<file path="src/rtl/audio_pkg.sv">
// Shared audio constants, stereo payload type and magnitude helper used by
// both the capture and playback I2S paths so their clock ratios always match.
package audio_pkg;

  localparam int unsigned SAMPLE_W    = 16;
  localparam int unsigned CNT_W       = 9;
  localparam int unsigned MCLK_BIT    = 1;
  localparam int unsigned SCK_BIT     = 3;
  localparam int unsigned LRCK_BIT    = 8;
  localparam logic [3:0]  SHIFT_PHASE = 4'b1000;
  localparam int unsigned LEVEL_SHIFT = 10;
  localparam int unsigned LEVEL_W     = SAMPLE_W - 1 - LEVEL_SHIFT;

  typedef struct packed {
    logic [SAMPLE_W-1:0] left;
    logic [SAMPLE_W-1:0] right;
  } stereo_t;

  // |x| for a two's-complement sample; the most negative value saturates.
  function automatic logic [SAMPLE_W-2:0] abs_sat(input logic [SAMPLE_W-1:0] x);
    logic [SAMPLE_W-1:0] neg;
    neg = ~x + SAMPLE_W'(1);
    if (!x[SAMPLE_W-1]) return x[SAMPLE_W-2:0];
    if (neg[SAMPLE_W-1]) return {(SAMPLE_W-1){1'b1}};
    return neg[SAMPLE_W-2:0];
  endfunction

endpackage

</file>
<file path="src/rtl/i2s_line_in_peak_meter.sv">
// Decaying peak level of received stereo pairs for the volume display.
// Level rises instantly, falls one step per DECAY_PAIRS quieter pairs.
module peak_meter
  import audio_pkg::*;
#(
  parameter int unsigned DECAY_PAIRS = 4096
) (
  input  logic                clk,
  input  logic                rst,
  input  logic                update_i,
  input  logic [SAMPLE_W-1:0] left_i,
  input  logic [SAMPLE_W-1:0] right_i,
  output logic [LEVEL_W-1:0]  peak_level_o
);

  localparam int unsigned DCNT_W = (DECAY_PAIRS > 1) ? $clog2(DECAY_PAIRS) : 1;
  localparam logic [DCNT_W-1:0] DCNT_LAST = DCNT_W'(DECAY_PAIRS - 1);

  logic [SAMPLE_W-2:0] mag_l_c, mag_r_c, mag_c;
  logic [LEVEL_W-1:0]  lvl_c;
  logic [LEVEL_W-1:0]  peak_q, peak_d;
  logic [DCNT_W-1:0]   dcnt_q, dcnt_d;

  always_comb begin
    mag_l_c = abs_sat(left_i);
    mag_r_c = abs_sat(right_i);
    mag_c   = (mag_l_c > mag_r_c) ? mag_l_c : mag_r_c;
    lvl_c   = mag_c[SAMPLE_W-2 -: LEVEL_W];
    peak_d  = peak_q;
    dcnt_d  = dcnt_q;
    if (update_i) begin
      if (lvl_c >= peak_q) begin
        peak_d = lvl_c;
        dcnt_d = '0;
      end else if (dcnt_q == DCNT_LAST) begin
        dcnt_d = '0;
        if (peak_q != '0) peak_d = peak_q - LEVEL_W'(1);
      end else begin
        dcnt_d = dcnt_q + DCNT_W'(1);
      end
    end
  end

  always_ff @(posedge clk or posedge rst) begin
    if (rst) begin
      peak_q <= '0;
      dcnt_q <= '0;
    end else begin
      peak_q <= peak_d;
      dcnt_q <= dcnt_d;
    end
  end

  assign peak_level_o = peak_q;

endmodule

</file>
<file path="src/rtl/i2s_line_in.sv">
// I2S master receiver for the audio ADC: clock generation, left-justified
// 16-bit stereo deserialiser, valid/ready pair output and peak level.
module i2s_line_in
  import audio_pkg::*;
#(
  parameter int unsigned DECAY_PAIRS = 4096
) (
  input  logic                clk,
  input  logic                rst,
  input  logic                enable,
  input  logic                audio_sdout,
  output logic                audio_mclk,
  output logic                audio_lrck,
  output logic                audio_sck,
  output logic [SAMPLE_W-1:0] sample_left,
  output logic [SAMPLE_W-1:0] sample_right,
  output logic                sample_valid,
  input  logic                sample_ready,
  output logic                overrun,
  input  logic                clr_overrun,
  output logic [LEVEL_W-1:0]  peak_level
);

  logic [CNT_W-1:0]    cnt_q;
  logic                sdout_q;
  logic [SAMPLE_W-2:0] shreg_q, shreg_d;
  logic [SAMPLE_W-1:0] left_hold_q, left_hold_d;
  logic                left_seen_q, left_seen_d;
  stereo_t             pair_q, pair_d;
  logic                valid_q, valid_d;
  logic                overrun_q, overrun_d;

  logic                shift_c, last_bit_c, left_done_c, right_done_c, emit_c;
  logic [SAMPLE_W-1:0] word_c;

  assign shift_c      = (cnt_q[SCK_BIT:0] == SHIFT_PHASE);
  assign last_bit_c   = (cnt_q[LRCK_BIT-1 -: 4] == 4'hF);
  assign word_c       = {shreg_q, sdout_q};
  assign left_done_c  = shift_c & last_bit_c & cnt_q[LRCK_BIT];
  assign right_done_c = shift_c & last_bit_c & ~cnt_q[LRCK_BIT];
  assign emit_c       = right_done_c & enable & left_seen_q;

  always_comb begin
    shreg_d     = shreg_q;
    left_hold_d = left_hold_q;
    left_seen_d = left_seen_q;
    pair_d      = pair_q;
    valid_d     = valid_q;
    overrun_d   = overrun_q;
    if (shift_c) shreg_d = word_c[SAMPLE_W-2:0];
    if (left_done_c) begin
      left_hold_d = word_c;
      left_seen_d = 1'b1;
    end
    if (!enable) left_seen_d = 1'b0;
    // An emit always wins over an accept; overwrite of an unaccepted pair is an overrun.
    if (clr_overrun) overrun_d = 1'b0;
    if (emit_c) begin
      pair_d  = '{left: left_hold_q, right: word_c};
      valid_d = 1'b1;
      if (valid_q && !sample_ready) overrun_d = 1'b1;
    end else if (valid_q && sample_ready) begin
      valid_d = 1'b0;
    end
  end

  always_ff @(posedge clk or posedge rst) begin
    if (rst) begin
      cnt_q       <= '0;
      sdout_q     <= 1'b0;
      shreg_q     <= '0;
      left_hold_q <= '0;
      left_seen_q <= 1'b0;
      pair_q      <= '0;
      valid_q     <= 1'b0;
      overrun_q   <= 1'b0;
    end else begin
      cnt_q       <= cnt_q + CNT_W'(1);
      sdout_q     <= audio_sdout;
      shreg_q     <= shreg_d;
      left_hold_q <= left_hold_d;
      left_seen_q <= left_seen_d;
      pair_q      <= pair_d;
      valid_q     <= valid_d;
      overrun_q   <= overrun_d;
    end
  end

  peak_meter #(.DECAY_PAIRS(DECAY_PAIRS)) u_peak (
    .clk          (clk),
    .rst          (rst),
    .update_i     (emit_c),
    .left_i       (left_hold_q),
    .right_i      (word_c),
    .peak_level_o (peak_level)
  );

  assign audio_mclk   = cnt_q[MCLK_BIT];
  assign audio_sck    = cnt_q[SCK_BIT];
  assign audio_lrck   = cnt_q[LRCK_BIT];
  assign sample_left  = pair_q.left;
  assign sample_right = pair_q.right;
  assign sample_valid = valid_q;
  assign overrun      = overrun_q;

endmodule

</file>
<file path="config.mk">
export PLATFORM = sky130hd
export DESIGN_NAME = i2s_line_in
export DESIGN_NICKNAME = d
export VERILOG_FILES = /design/src/rtl/audio_pkg.sv /design/src/rtl/i2s_line_in_peak_meter.sv /design/src/rtl/i2s_line_in.sv
export SDC_FILE = /design/constraint.sdc
export NUM_CORES = 1
export LEC_CHECK = 0
export BUFFER_PORTS_ARGS = -buffer_cell sky130_fd_sc_hd__clkbuf_2
export CORE_AREA = 2 2 96 98
export DETAILED_ROUTE_END_ITERATION = 8
export DIE_AREA = 0 0 98 100
export PLACE_DENSITY = 0.79
export SYNTH_ARGS = -nofsm -noshare
export SYNTH_HDL_FRONTEND = slang
export SYNTH_SLANG_ARGS = --single-unit
</file>
<file path="constraint.sdc">
create_clock -name clk -period 6.6 [get_ports clk]
set_clock_uncertainty 0.15 [all_clocks]
set_input_delay 0.33 -clock clk [delete_from_list [all_inputs] [get_ports clk]]
set_output_delay 0.33 -clock clk [all_outputs]
set_load 0.01 [all_outputs]
</file>
==> flow_summary.toml, run 1 <==
[run_status]
status = "finished clean"

[run]
max-cap-violations = 0

[synth]
synthesis.yosys.warnings = 0
synthesis.area_um2 = 5160
synth_most_common_cell = "sky130_fd_sc_hd__nand2_1"
yosys.cell_types.count = 52
synth_common_cells = "sky130_fd_sc_hd__nand2_1 (133), sky130_fd_sc_hd__dfrtp_1 (93), sky130_fd_sc_hd__o21ai_0 (45)"
netlist_instances = 576
syn_area_per_cell_um2 = 8.96
synthDominantAreaCellType = "sky130_fd_sc_hd__dfrtp_1"
postSynthNetCount = 609
synth.ff_latch_count = 93
synth_top_cells_by_area = "sky130_fd_sc_hd__dfrtp_1 (45%), sky130_fd_sc_hd__nand2_1 (9.7%), sky130_fd_sc_hd__ha_1 (6.5%)"
async_reset_ff_share_pct = 100
edff_count_synth = 0
postSynth.topFlopCell = "sky130_fd_sc_hd__dfrtp_1"
synthDominantCellAreaShare_pct = 45.1
ys_seq_area_share_pct = 45.1

[timing]
fin_worst_hold_slack_ps = 12.8
period_share_pct = 79.9
finalWorstPathRequiredPeriod_ps = 5270
final-hold-violation-count = 0
slew_violations = 0
worst_pin_slew_ps = 890
grt_setup_unrepaired = "no"
setup-violations-final = 0
max_freq_mhz = 190
max_slew_headroom_at_the_worst_pin_pct = 40.5
setup-tns-final_ps = 0

[grt]
antenna_violations_before_repair = 0
grt_max_degree = 53
wire_length_of_the_first_global_routing_pass_um = 19200
first_global_vias = 3954
grtUsageTotal_pct = 24.0
grt_use_met3_pct = 3.41
global_route.usage.met1_pct = 33.2
globalRouteMet2Util_pct = 38.7
globalRoute.totalOverflow = 0
grt-busiest-layer = "met2"

[final_layout]
post_route_cells_drive_above_1_share_pct = 16.5
synthToLayoutAreaGrowth_pct = 10.4
finalNetCount = 647
register_area_um2 = 2330
antennaDiodeCount = 0
final.fill_count = 749
multiInputGateArea_um2 = 2630

[floorplanning]
die_h_um = 100
fp.dieArea_um2 = 9800
fp-row-count = 35
design.portCount = 48
fp.dieW_um = 98
initial_core_util_pct = 58.1
core-area_um2 = 8890

[power]
internal_power_w = 0.000764
power.leakage_nw = 2.87
switching_power_w = 0.000224
power.share.sequential_pct = 57.9
cellPowerDensity_nw_per_um2 = 174
combinational_fraction_of_design_power_pct = 2.7
power.share.switching_pct = 22.7
p_clk_share_pct = 39.4
power.ir.vdd_worst_mv = 0.144

[route]
wl_per_cell_um = 15.5
drtAntennaViolNets = 0
wl_um = 11300
detailedRoute.firstPassIterationCount = 4
vias_per_cell = 5.75
dr.first_iter.drc_count = 199
dr_total_vias = 4199
route.detailed.drc = 0

[clock_tree]
insertion_delay_ps = 370
cts_made_buffers = 9
cts_sinks = 93
cts_root_buffer = "sky130_fd_sc_hd__clkbuf_8"
postCtsSetupBuffers = 0
cts.clk_slew.worst_paths_ps = 90
tritoncts = "built"
clock_tree.buffer_depth = 2
cts_htree_levels = 3

[worst_setup_path]
worst_path_max_delay_cell = "sky130_fd_sc_hd__nor2_1"
cp_cell_sequence = "nor4_4, nand4_1, nor2_1, o21a_1, o22ai_1, ha_1, nand4_1, a21oi_1, o21ai_0, a31oi_1, mux2_2, inv_1, ha_1, a21o_1, a31oi_1, o21ai_0, buf_4, or2_0, o41ai_1"
timing.critical_path.to_type = "register"
worstPathBufferInverterCount = 2
criticalPathCategory = "reg2reg"
required_worst_endpoint_ps = 6710
setup.worst_path.start_class = "register"
cp_max_fo = 12
crit_arrival_ps = 5380
cp_top_family = "simple AND/OR/NAND/NOR gates"
critPathMaxStageDelay_ps = 500

[place]
dpl.hpwl_um = 8190
place.gp.congestion = 0.947
io_buffers = 47

[hold_path]
holdCritPathClass = "in2reg"
[flip-flops by register name, summed over array words and instances (netlist names)]
name                 count
left_seen_q              1
left_hold_q             16
overrun                  1
u_peak.peak_level_o      5
cnt_q                    9
sample_left             16
u_peak.dcnt_q           12
sample_right            16
sample_valid             1
sdout_q                  1
shreg_q                 15
[metrics by stage]
step	setup slack, ps	utilization [%]	total power [W]	std cells	area, um^2
6_report	1330	64.1	0.000989	730	5700
5_1_grt	686	64.1	0.00102	730	5700
4_1_cts	1360	64.1	0.000992	730	5700
3_5_place_dp	1370	61.6	0.000611	712	5480
3_3_place_gp	1540	61.6	0.000610	712	5480
2_1_floorplan	1820	-	0.000602	576	5160
[kinds of logic (layout without fill, tap and decap cells)]
family / count (synthesis) / in the layout / synth area share, %
xor+xnor: 23 / 23 / 3.90
simple gates: 246 / 246 / 22.5
buf+inv: 55 / 98 / 4.07
flops: 93 / 93 / 45.1
mux: 26 / 26 / 5.60
compound gates: 106 / 106 / 12.3
fa+ha+maj: 27 / 27 / 6.55
[routing by layer]
layer	vias up	wire, um
li1	2069	-
met1	2005	5210
met2	106	5290
met3	19	562
met4	0	244
met5	-	0
[power groups by stage]
stage          registers [W]  logic (W)  clock network [W]
6_report            0.000573  0.0000265           0.000389
2_1_floorplan       0.000582  0.0000199                  0
3_3_place_gp        0.000584  0.0000255                  0
5_1_grt             0.000573  0.0000310           0.000419
4_1_cts             0.000573  0.0000273           0.000392
3_5_place_dp        0.000584  0.0000264                  0
[final timing paths]
path                                                   start                           end  slack [ps]  cells after the start
max in group asynchronous                                rst       shreg_q[10]$_DFFE_PP0N_        4770                      4
worst max register to register        shreg_q[1]$_DFFE_PP0N_  u_peak.dcnt_q[6]$_DFFE_PP0P_        1330                     19
worst min-delay path                             clr_overrun             overrun$_DFF_PP0_          10                      2
min in group asynchronous                                rst   sample_left[15]$_DFFE_PP0P_         420                      3
worst min register to register  sample_right[11]$_DFFE_PP0P_  sample_right[11]$_DFFE_PP0P_         330                      2
worst max-delay path                  shreg_q[1]$_DFFE_PP0N_  u_peak.dcnt_q[6]$_DFFE_PP0P_        1330                     19
[repair_timing]
action / 4_1_cts / 5_1_grt
gates resized for setup: 0 / 0
endpoints found under the hold margin: 42 / 0
hold buffers: 2 / 0
[layout make-up]
| class | instances | share of cell area (%) |
|---|---|---|
| Multi-Input combinational cell | 428 | 46.2 |
| Sequential cell | 93 | 40.9 |
| Timing Repair Buffer | 54 | 5.14 |
| Tap cell | 111 | 2.44 |
| Clock buffer | 11 | 2.48 |
| Inverter | 28 | 1.87 |
| Clock inverter | 5 | 1.03 |
[layout by cell type, fill, tap and decap left out, drive strengths merged, types with 5 or more instances in the layout]
cell type,netlist,final
o21ai,48,48
dfrtp,93,93
xnor2,7,7
buf,4,5
nor2,31,31
and3,6,6
nand2b,5,5
nor4,8,8
inv,28,28
nor3,9,9
o31ai,6,6
nand4,10,10
clkbuf,23,58
mux2,23,23
o22ai,8,8
a31oi,7,7
xor2,16,16
ha,27,27
nand3,18,18
nand2,133,133
or3,6,6
a21oi,14,14
Note: power is estimated with default switching activity, not from simulation.
==> inputs of run 2 (changes only) <==
clock period = 5.5 ns   (was 6.6 ns; I/O delays follow)
==> run 2 against run 1 <==
Setup slack worse by 920 ps. Critical path depth is 1 higher. Sequential share of layout area is 0.16 points lower. First-iteration DRC count is 33% higher. Utilization is 0.25 points higher. Register-to-register slack worse by 920 ps. Critical endpoint is now u_peak.peak_level_o[4]$_DFFE_PP0P_. Largest power group unchanged. Highest routed layer unchanged.
==> flow_summary.toml, run 2 (synthesized netlist as in run 1, its figures left out) <==
[run_status]
status = "finished clean"

[timing]
setup-tns-final_ps = 0
period_share_pct = 92.6
max_freq_mhz = 196
worst_pin_slew_ps = 892
finalWorstPathRequiredPeriod_ps = 5100
grt_setup_unrepaired = "no"
slew_violations = 0
setup-violations-final = 0
fin_ws_ps = 404
final-hold-violation-count = 0
max_slew_headroom_at_the_worst_pin_pct = 40.3

[grt]
grt_max_degree = 52
first_global_vias = 3996
antenna_violations_before_repair = 0
grtUsageTotal_pct = 25.0
globalRoute.totalOverflow = 0
wire_length_of_the_first_global_routing_pass_um = 19700

[clock_tree]
cts.clk_slew.worst_paths_ps = 90
cts_root_buffer = "sky130_fd_sc_hd__clkbuf_8"
insertion_delay_ps = 370
cts_htree_levels = 3
tritoncts = "built"
cts_sinks = 93
cts_made_buffers = 9
clock_tree.buffer_depth = 2

[worst_setup_path]
criticalPathCategory = "reg2reg"
worstPathBufferInverterCount = 2
cp_top_family = "simple AND/OR/NAND/NOR gates"
timing.critical_path.to_type = "register"
worst_path_max_delay_cell = "sky130_fd_sc_hd__dfrtp_1"
crit_arrival_ps = 5200
cp_max_fo = 12
critPathMaxStageDelay_ps = 490
required_worst_endpoint_ps = 5600
setup.worst_path.start_class = "register"
cp_cell_sequence = "nor4_4, nand4_1, nor2_2, o21a_1, o22ai_1, ha_1, nand4_1, a21oi_1, o21ai_0, a31oi_2, mux2_2, inv_1, ha_1, a21o_1, a31oi_1, o21ai_0, buf_4, or2_0, o2bb2ai_1, a31oi_1"

[route]
dr_total_vias = 4260
wl_um = 11500
vias_per_cell = 5.84
detailedRoute.firstPassIterationCount = 4
drtAntennaViolNets = 0
route.detailed.drc = 0
wl_per_cell_um = 15.8
dr.first_iter.drc_count = 264

[floorplanning]
fp.dieW_um = 98
fp-row-count = 35
die_h_um = 100
design.portCount = 48
initial_core_util_pct = 58.1
fp.dieArea_um2 = 9800
core-area_um2 = 8890

[final_layout]
final_common_cell = "sky130_fd_sc_hd__nand2_1"
synthToLayoutAreaGrowth_pct = 10.8
post_route_cells_drive_above_1_share_pct = 16.8
finalNetCount = 648
antennaDiodeCount = 0
fin_area_um2 = 5720
final.fill_count = 765
utilization_pct = 64.3
most-common-layout-cells = "sky130_fd_sc_hd__nand2_1 (133), sky130_fd_sc_hd__dfrtp_1 (93), sky130_fd_sc_hd__clkbuf_2 (47)"

[place]
io_buffers = 47
place.gp.congestion = 0.922
dpl.hpwl_um = 8190
placement.setup.worst_slack_ps = 222
post_dp_cell_area_um2 = 5470

[power]
power.leakage_nw = 2.88
cellPowerDensity_nw_per_um2 = 207
power.ir.vdd_worst_mv = 0.125

[hold_path]
holdCritPathClass = "in2reg"

[run]
max-cap-violations = 0
run 2: report_power, final:
part / switching, W / internal (W) / leakage [nW]
Combinational: 0.0000230 / 0.0000102 / 1.51
Clock: 0.000235 / 0.000231 / 0.101
Sequential: 0.00000278 / 0.000685 / 1.27
run 2: worst min-delay path, stage by stage:
cell and delay [ps]:
sky130_fd_sc_hd__clkbuf_2 70, sky130_fd_sc_hd__nand2b_1 120, sky130_fd_sc_hd__nand2_1 60
run 2: path summary, 6_finish.rpt:
path	endpoint	startpoint	cells after the start	slack, ps
worst max-delay path	u_peak.peak_level_o[4]$_DFFE_PP0P_	shreg_q[1]$_DFFE_PP0N_	20	400
worst min-delay path	sample_valid$_DFFE_PP0P_	sample_ready	3	40
worst max register to register	u_peak.peak_level_o[4]$_DFFE_PP0P_	shreg_q[1]$_DFFE_PP0N_	20	400
worst min register to register	sample_left[10]$_DFFE_PP0P_	sample_left[10]$_DFFE_PP0P_	2	330
max in group asynchronous	left_seen_q$_DFFE_PP0P_	rst	4	3730
min in group asynchronous	sample_left[15]$_DFFE_PP0P_	rst	3	360
run 2: layout make-up:
cell class	count	area, um^2	share of cell area, %
timing repair buffer	55	305	5.34
clock buffer	11	151	2.65
sequential	93	2330	40.7
multi-input combinational	428	2640	46.2
inverter	28	106	1.86
tap	111	139	2.43
clock inverter	4	47.5	0.832
run 2: routing by layer:
layer / part of all wire [%] / track usage [%] / wire (um) / up-vias
li1: - / - / - / 2074
met1: 45 / 33.8 / 5200 / 2041
met2: 47 / 39.4 / 5420 / 119
met3: 5.2 / 5.36 / 598 / 26
met4: 2.8 / 10.7 / 323 / 0
met5: 0 / 0 / 0 / -
run 2: repair_timing:
item / CTS / global route
gates resized for setup: 0 / 3
endpoints found under the setup margin: 0 / 16
setup buffers: 0 / 0
hold endpoints to repair: 45 / 0
hold buffers: 4 / 0
run 2: stage by stage:
step                      hold slack [ps]  power, W  std cells
after detailed placement              235  0.000732        711
final                                36.5   0.00119        730
after global routing                 49.9   0.00122        730
after global placement                228  0.000731        711
after CTS                            16.3   0.00120        730
after floorplan                       156  0.000723        576
==> inputs of run 3 (changes only) <==
CORE_AREA = 2 2 125 127   (was 2 2 96 98)
DIE_AREA = 0 0 127 129   (was 0 0 98 100)
PLACE_DENSITY = unset   (was 0.79)
==> run 3 against run 2 <==
Wire length up 3.2%. Total power up 13%. First-iteration DRC count down 1.9%. Critical endpoint is now u_peak.peak_level_o[1]$_DFFE_PP0P_. Highest routed layer unchanged.
==> flow_summary.toml, run 3 (synthesized netlist as in run 1, its figures left out) <==
[run_status]
status = "finished clean"

[clock_tree]
cts_sinks = 93
cts.clk_slew.worst_paths_ps = 60
cts_made_buffers = 9
cts_root_buffer = "sky130_fd_sc_hd__clkbuf_16"
insertion_delay_ps = 350
tritoncts = "built"
cts_htree_levels = 3
clock_tree.buffer_depth = 2

[floorplanning]
fp-row-count = 45
design.portCount = 48
initial_core_util_pct = 34.5
die_h_um = 129
core-area_um2 = 15000
fp.dieW_um = 127
fp.dieArea_um2 = 16400

[route]
dr_total_vias = 4131
detailedRoute.firstPassIterationCount = 5
wl_per_cell_um = 14.7
route.detailed.drc = 0
dr.first_iter.drc_count = 259
drtAntennaViolNets = 0
wl_um = 11900
vias_per_cell = 5.11

[final_layout]
post_route_cells_drive_above_1_share_pct = 17.1
utilization_pct = 39.4
register_area_um2 = 2330
final.fill_count = 1492
finalNetCount = 648
most-common-layout-cells = "sky130_fd_sc_hd__nand2_1 (132), sky130_fd_sc_hd__dfrtp_1 (93), sky130_fd_sc_hd__clkbuf_2 (47)"
final_common_cell = "sky130_fd_sc_hd__nand2_1"
antennaDiodeCount = 0
synthToLayoutAreaGrowth_pct = 14.4
multiInputGateArea_um2 = 2640

[grt]
first_global_vias = 4312
wire_length_of_the_first_global_routing_pass_um = 21000
globalRoute.totalOverflow = 0
grtUsageTotal_pct = 16.1
antenna_violations_before_repair = 0
grt_max_degree = 55

[power]
cellPowerDensity_nw_per_um2 = 227
power.leakage_nw = 2.92
power.ir.vdd_worst_mv = 0.143

[timing]
grt_setup_unrepaired = "no"
slew_violations = 0
fin_ws_ps = 423
max_freq_mhz = 197
setup-tns-final_ps = 0
setup-violations-final = 0
worst_pin_slew_ps = 982
final-hold-violation-count = 0
max_slew_headroom_at_the_worst_pin_pct = 34.3
finalWorstPathRequiredPeriod_ps = 5080
period_share_pct = 92.3

[worst_setup_path]
timing.critical_path.to_type = "register"
crit_arrival_ps = 5190
setup.worst_path.start_class = "register"
regToRegEndpoint = "u_peak.peak_level_o[1]$_DFFE_PP0P_"
criticalPathCategory = "reg2reg"
timing.reg2reg.setup_slack_ps = 420
timing.rr.start = "left_hold_q[0]$_DFFE_PP0P_"
cp_max_fo = 7
reg2regPathDepth = 23
required_worst_endpoint_ps = 5620

[run]
max-cap-violations = 0

[place]
dpl.hpwl_um = 8700
place.gp.congestion = 0.908
placement.setup.worst_slack_ps = 257
io_buffers = 47

[hold_path]
holdCritPathClass = "in2reg"
hold_path.startpoint = "enable"
holdPathStages = 2
worstHoldEndpoint = "left_seen_q$_DFFE_PP0P_"
-- run 3: changes by cell type in the layout (fill, tap and decap cells not counted), sizes merged --
cell / delta
clkbuf: -1
dlygate4sd3: -1
clkinvlp: +1
buf: +1
clkinv: +1
-- run 3: layer usage --
metal / GRT usage (%) / up-vias / wire (um)
met5: 0 / - / 0
met1: 21.7 / 1955 / 5880
met4: 6.92 / 0 / 221
met3: 3.41 / 19 / 490
li1: - / 2071 / -
met2: 25.0 / 86 / 5320
-- run 3: power by group --
part,internal [W],total [W],switching (W)
clock network,0.000351,0.000618,0.000267
registers,0.000685,0.000688,0.00000306
logic,0.00000984,0.0000325,0.0000227
-- run 3: worst max path at each step --
stage	startpoint	end	slack, ps
after CTS	shreg_q[1]$_DFFE_PP0N_	u_peak.peak_level_o[1]$_DFFE_PP0P_	220
after detailed placement	shreg_q[1]$_DFFE_PP0N_	u_peak.peak_level_o[3]$_DFFE_PP0P_	260
final	left_hold_q[0]$_DFFE_PP0P_	u_peak.peak_level_o[1]$_DFFE_PP0P_	420
after floorplan	shreg_q[2]$_DFFE_PP0N_	u_peak.dcnt_q[11]$_DFFE_PP0P_	720
after global placement	left_hold_q[0]$_DFFE_PP0P_	u_peak.peak_level_o[2]$_DFFE_PP0P_	430
after global routing	left_hold_q[0]$_DFFE_PP0P_	u_peak.peak_level_o[1]$_DFFE_PP0P_	4
-- run 3: layout make-up --
| class | count | share of cell area [%] |
|---|---|---|
| repair buffers | 55 | 5.13 |
| clock inverters | 6 | 1.08 |
| inverters | 28 | 1.80 |
| flip-flops and latches | 93 | 39.4 |
| well taps | 188 | 3.98 |
| multi-input cells | 428 | 44.7 |
| clock buffers | 10 | 3.88 |
-- run 3: worst max-delay path: stages, from the launching register on --
cell,delay (ps)
sky130_fd_sc_hd__dfrtp_1,430
sky130_fd_sc_hd__inv_1,100
sky130_fd_sc_hd__ha_1,190
sky130_fd_sc_hd__or3b_2,530
sky130_fd_sc_hd__o41ai_1,380
sky130_fd_sc_hd__xor2_1,190
sky130_fd_sc_hd__and2_1,180
sky130_fd_sc_hd__inv_1,50
sky130_fd_sc_hd__ha_1,290
sky130_fd_sc_hd__nand4_1,160
sky130_fd_sc_hd__nor2_1,130
sky130_fd_sc_hd__o21ai_0,90
sky130_fd_sc_hd__a31oi_1,150
sky130_fd_sc_hd__buf_4,170
sky130_fd_sc_hd__mux2_2,350
sky130_fd_sc_hd__inv_1,60
sky130_fd_sc_hd__ha_1,230
sky130_fd_sc_hd__a21o_1,180
sky130_fd_sc_hd__a31oi_1,170
sky130_fd_sc_hd__o21ai_2,130
sky130_fd_sc_hd__buf_4,170
sky130_fd_sc_hd__o21ai_0,270
sky130_fd_sc_hd__a21oi_1,130
sky130_fd_sc_hd__o21ai_1,110
-- run 3: stage by stage --
| stage | area, um^2 | instances | power [W] | hold WS [ps] |
|---|---|---|---|---|
| global route | 5910 | 808 | 0.00139 | 39.8 |
| detailed placement | 5570 | 789 | 0.000734 | 237 |
| CTS | 5900 | 808 | 0.00136 | 12.4 |
| global placement | 5570 | 789 | 0.000732 | 240 |
| finish | 5910 | 808 | 0.00134 | 21.4 |
| floorplan | 5160 | 576 | 0.000723 | 156 |
-- run 3: repair_timing --
action | CTS | global route
hold buffers | 3 | 0
buffers inserted | 0 | 0
resized for setup | 0 | 4
hold endpoints to repair | 49 | 0
endpoints found under the setup margin | 0 | 15
